$ cat src/rtl/csa_pkg.sv
// Shared helpers for the carry-save adder.
// These compute tree depth and per-level operand counts at elaboration time.
package csa_pkg;

    localparam int unsigned DefaultW    = 3;
    localparam int unsigned DefaultE    = 5;
    localparam int unsigned ResultWidth = DefaultW + DefaultE + 1;

    function automatic int unsigned clog2(input int unsigned n);
        int unsigned r = 0;
        int unsigned v = 1;
        while (v < n) begin
            v = v << 1;
            r++;
        end
        return r;
    endfunction

    function automatic int unsigned result_width(input int unsigned w, input int unsigned e);
        return w + e + 1;
    endfunction

    // Operands remaining after one 3:2 level; leftovers pass through untouched.
    function automatic int unsigned next_count(input int unsigned n);
        return 2 * (n / 3) + n % 3;
    endfunction

    function automatic int unsigned count_at_level(input int unsigned n, input int unsigned lvl);
        int unsigned c = n;
        for (int unsigned i = 0; i < lvl; i++) begin
            c = next_count(c);
        end
        return c;
    endfunction

    function automatic int unsigned num_levels(input int unsigned n);
        int unsigned c = n;
        int unsigned l = 0;
        while (c > 2) begin
            c = next_count(c);
            l++;
        end
        return l;
    endfunction

endpackage

$ cat src/rtl/csa_3to2.sv
// One row of full adders: compresses three vectors into a sum and an unshifted carry vector.
module csa_3to2
    import csa_pkg::*;
#(
    parameter int unsigned Width = 8
) (
    input  logic [Width-1:0] a_i,
    input  logic [Width-1:0] b_i,
    input  logic [Width-1:0] c_i,
    output logic [Width-1:0] sum_o,
    output logic [Width-1:0] carry_o
);

    always_comb begin
        sum_o   = a_i ^ b_i ^ c_i;
        carry_o = (a_i & b_i) | (a_i & c_i) | (b_i & c_i);
    end

endmodule

$ cat src/rtl/carry_save_adder.sv
// Registered multi-operand unsigned adder: 3:2 compressor tree followed by one CPA.
// Define CSA_PIPE_EN to register the tree outputs before the CPA (latency 2 instead of 1).
module carry_save_adder
    import csa_pkg::*;
#(
    parameter int unsigned N = 49,
    parameter int unsigned E = 5,
    parameter int unsigned W = 3
) (
    input  logic             clk,
    input  logic             rst_n,
    input  logic [W*N-1:0]   a,
    output logic [W+E-1:0]   sum,
    output logic             cout
);

    localparam int unsigned RW        = result_width(W, E);
    localparam int unsigned NumLevels = num_levels(N);

    if (N < 3) begin : g_n_check
        $error("carry_save_adder: N must be at least 3");
    end
    if (RW < W + clog2(N)) begin : g_width_check
        $error("carry_save_adder: W+E+1 is too narrow to hold the sum of N operands");
    end

    // lvl[l][k] is operand k entering tree level l; slots past the live count are tied to 0.
    logic [RW-1:0] lvl [NumLevels+1][N];

    for (genvar k = 0; k < N; k++) begin : g_ext
        assign lvl[0][k] = {{(RW - W){1'b0}}, a[k*W +: W]};
    end

    for (genvar l = 0; l < NumLevels; l++) begin : g_lvl
        localparam int unsigned Cnt = count_at_level(N, l);
        localparam int unsigned Grp = Cnt / 3;
        localparam int unsigned Rem = Cnt % 3;
        localparam int unsigned Nxt = 2 * Grp + Rem;

        for (genvar g = 0; g < Grp; g++) begin : g_grp
            logic [RW-1:0] x0, x1, x2;
            logic [RW-2:0] s_lo, c_lo;

            assign x0 = lvl[l][3*g];
            assign x1 = lvl[l][3*g+1];
            assign x2 = lvl[l][3*g+2];

            // The carry out of the top column lands beyond the result width, so only the
            // low RW-1 columns need a full adder carry; the top column keeps just its sum bit.
            csa_3to2 #(
                .Width (RW - 1)
            ) u_fa (
                .a_i     (x0[RW-2:0]),
                .b_i     (x1[RW-2:0]),
                .c_i     (x2[RW-2:0]),
                .sum_o   (s_lo),
                .carry_o (c_lo)
            );

            assign lvl[l+1][2*g]   = {x0[RW-1] ^ x1[RW-1] ^ x2[RW-1], s_lo};
            assign lvl[l+1][2*g+1] = {c_lo, 1'b0};
        end

        for (genvar r = 0; r < Rem; r++) begin : g_pass
            assign lvl[l+1][2*Grp+r] = lvl[l][3*Grp+r];
        end

        for (genvar k = Nxt; k < N; k++) begin : g_pad
            assign lvl[l+1][k] = '0;
        end
    end

    logic [RW-1:0] s_tree, c_tree;
    logic [RW-1:0] s_cpa, c_cpa;

    assign s_tree = lvl[NumLevels][0];
    assign c_tree = lvl[NumLevels][1];

`ifdef CSA_PIPE_EN
    logic [RW-1:0] s_d, s_q, c_d, c_q;

    always_comb begin
        s_d = s_tree;
        c_d = c_tree;
    end

    always_ff @(posedge clk) begin
        if (!rst_n) begin
            s_q <= '0;
            c_q <= '0;
        end else begin
            s_q <= s_d;
            c_q <= c_d;
        end
    end

    assign s_cpa = s_q;
    assign c_cpa = c_q;
`else
    assign s_cpa = s_tree;
    assign c_cpa = c_tree;
`endif

    logic [RW-1:0] total_d, total_q;

    always_comb begin
        total_d = s_cpa + c_cpa;
    end

    always_ff @(posedge clk) begin
        if (!rst_n) begin
            total_q <= '0;
        end else begin
            total_q <= total_d;
        end
    end

    assign sum  = total_q[RW-2:0];
    assign cout = total_q[RW-1];

endmodule

$ cat config.mk
export PLATFORM = sky130hd
export DESIGN_NAME = carry_save_adder
export DESIGN_NICKNAME = d
export VERILOG_FILES = /design/src/rtl/csa_pkg.sv /design/src/rtl/csa_3to2.sv /design/src/rtl/carry_save_adder.sv
export SDC_FILE = /design/constraint.sdc
export NUM_CORES = 1
export LEC_CHECK = 0
export BUFFER_PORTS_ARGS = -buffer_cell sky130_fd_sc_hd__buf_2
export CAP_MARGIN = 20
export CELL_PAD_IN_SITES_DETAIL_PLACEMENT = 1
export CELL_PAD_IN_SITES_GLOBAL_PLACEMENT = 1
export CORE_MARGIN = 3
export CORE_UTILIZATION = 42
export DETAILED_ROUTE_END_ITERATION = 6
export HOLD_SLACK_MARGIN = 0.03
export PLACE_DENSITY = 0.93
export SYNTH_ARGS = -nofsm -noshare
export SYNTH_HDL_FRONTEND = slang
export SYNTH_SLANG_ARGS = --single-unit
$ cat constraint.sdc
create_clock -name clk -period 11.83 [get_ports clk]
set_clock_uncertainty 0.05 [all_clocks]
set_input_delay 2.366 -clock clk [delete_from_list [all_inputs] [get_ports clk]]
set_output_delay 2.366 -clock clk [all_outputs]
set_load 0.01 [all_outputs]
==> metrics.txt <==
Routed WL per cell=18.1 um; Largest regs=total_q: 9 flops; CP Launch Point=a[101]; fin util=0.543; setup TNS=0 ns; buffer count from post-CTS setup fixing=0; max reg flops=9; final setup fails=0; H-tree levels=1; Clock Tree Root=clkbuf_8; Synth top cells by count=inv_1 (221), fa_1 (134), ha_1 (45), dfxtp_1 (9), and2_1 (5); Synth cell types=23; WP data required=11.94 ns; IO Port Bufs=157; vias=3282; grt total ovfl=0; HP Class=input pin to flop; drc violations=0; CTS tree=done; measured slew at the worst slew-check pin=0.274 ns; Post-Syn Area=4460 um2; Synth Area in Adders=0.727; Die Ht=109 um; Post-synth EDFFs=0; total CTS buffers=3; initial antenna violation count=1; Max Cap Viol=0; Ys Warns=0; share of cells above drive strength 1=0.275; RSZ-0062 raised after global routing=no; worst-path maximum fanout=3; area leader, netlist=fa_1; Synth Flop Type=dfxtp_1; worst setup path category=input pin to flop; Initial Util=0.444; CP Capture Point=total_q[7]$_SDFF_PN0_; die width=109 um; top-area cell type share of the netlist area=0.601; Routed Antenna Nets=0; sequential-to-total area share from yosys stat=0.0404; top-count cell post-synth=inv_1; Syn Area/Cell=10.2 um2; vias per cell=4.50; Post-CTS Hold Buffers=0; compound-gate portion of the synthesized area=0.0157; critical path startpoint category=input pin; clock sinks=9; Total Wirelength=13200 um; Yosys reg bits=9; minimum clock period=8.63 ns; worst setup margin=3.20 ns; multi-input logic area=3440 um2; core footprint=10000 um2; final hold vios=0; Slew Viols, Final=0; largest family of logic cells by synthesized area=adder cells; DR pass1 iterations=4; XOR/XNOR Fraction of Synth Area=0.00196; FILL cells=1185; Max Root-Sink Buffers=2; max frequency=0.116 GHz; first-pass GRT wire length=20600 um; Mapped Nets=764; drt initial violations=86; Relative slew margins=0.816; Post-Synth Simple-Gate Area=0.0238; Most flops, register=total_q; vias in the first global route=4267; Layout area overhead=22.2%; mux share of post-synthesis cell area=0.00224; register area=180 um2; Reg clk slew, reported paths=0.05 ns; Global Route Usage Sum=0.233; crit path capture type=flop; FFs w/ async S/R, synth=0; final cycle utilization of the critical path=0.730; DP HPWL=12800 um; post-synthesis cell count=436; status=finished, final reports clean; fin nets=925; ranking of synthesized cells by area=fa_1 (60%), inv_1 (19%), ha_1 (13%); I/O pin count=158; GPL Wtd Cong=0.825; CP arrival=8.74 ns; post_cts resized=0; largest net degree at the start of global routing=13; DP Worst Slack=2.95 ns; die area=11900 um2; Row Count=36
==> cells by family after synthesis <==
| group | count (synthesis) |
|---|---|
| muxes | 1 |
| buffers and inverters | 222 |
| DFF | 9 |
| adders and majority gates | 179 |
| AOI/OAI and AO/OA | 9 |
| and+or+nand+nor | 15 |
| xor gates and xnor gates | 1 |
==> worst max-delay path: stages <==
cell and delay [ns]:
buf_2 0.11, fa_1 0.57, inv_1 0.09, fa_1 0.53, fa_1 0.55, inv_1 0.06
fa_1 0.50, fa_1 0.52, inv_1 0.06, fa_1 0.51, fa_1 0.41, fa_1 0.52
inv_1 0.05, fa_1 0.47, ha_1 0.30, fa_1 0.50, a21o_1 0.20, a21oi_1 0.17
mux2i_1 0.25
==> worst min path at each step <==
stage	start	endpoint	slack [ns]	cells past startpoint
after floorplan	rst_n	total_q[0]$_SDFF_PN0_	2.55	2
after global placement	rst_n	total_q[6]$_SDFF_PN0_	2.67	3
after detailed placement	rst_n	total_q[3]$_SDFF_PN0_	2.71	2
after CTS	rst_n	total_q[2]$_SDFF_PN0_	2.46	2
after global routing	rst_n	total_q[3]$_SDFF_PN0_	2.46	2
final	rst_n	total_q[2]$_SDFF_PN0_	2.46	2
==> final cells by class <==
class / instances / share of cell area
clock buffers: 4 / 0.00826
diodes: 1 / 0.000459
inverters: 221 / 0.152
well taps: 133 / 0.0305
multi-input cells: 205 / 0.631
flip-flops and latches: 9 / 0.0331
repair buffers: 157 / 0.144
==> through the flow <==
stage	hold WS [ns]	std cells	area (um2)
after detailed placement	2.71	725	5400
after CTS	2.46	729	5450
after floorplan	2.55	436	4460
after global routing	2.46	730	5450
final	2.46	730	5450
after global placement	2.67	725	5400
==> routing by layer <==
layer | track usage | vias up | wire length [um]
li1 | - | 1473 | -
met2 | 0.462 | 109 | 7830
met4 | 0.0794 | 0 | 545
met5 | 0 | - | 0
met1 | 0.250 | 1660 | 4370
met3 | 0.0272 | 40 | 461
==> cells in the final DEF (no fill, tap or decap) <==
master / netlist / layout
inv_1: 221 / 221
buf_2: 0 / 157
fa_1: 134 / 134
ha_1: 45 / 45
dfxtp_1: 9 / 9
and2_1: 5 / 5
clkbuf_8: 0 / 3
or2b_1: 2 / 2
nand2_1: 2 / 2
a21o_1: 2 / 2
o21ai_0: 2 / 2
diode_2: 0 / 1
a21oi_1: 1 / 1
mux2i_1: 1 / 1
nand4b_2: 1 / 1
o221ai_2: 1 / 1
a211oi_2: 1 / 1
o21ai_1: 1 / 1
nor4_1: 1 / 1
and4bb_2: 1 / 1
or3b_1: 1 / 1
a211oi_1: 1 / 1
nor2_1: 1 / 1
xor2_1: 1 / 1
nor2b_1: 1 / 1
clkbuf_1: 0 / 1
Power is left out: the tool's default activity adds up to more than one toggle a clock period on the data nets, which glitch-free logic cannot reach.
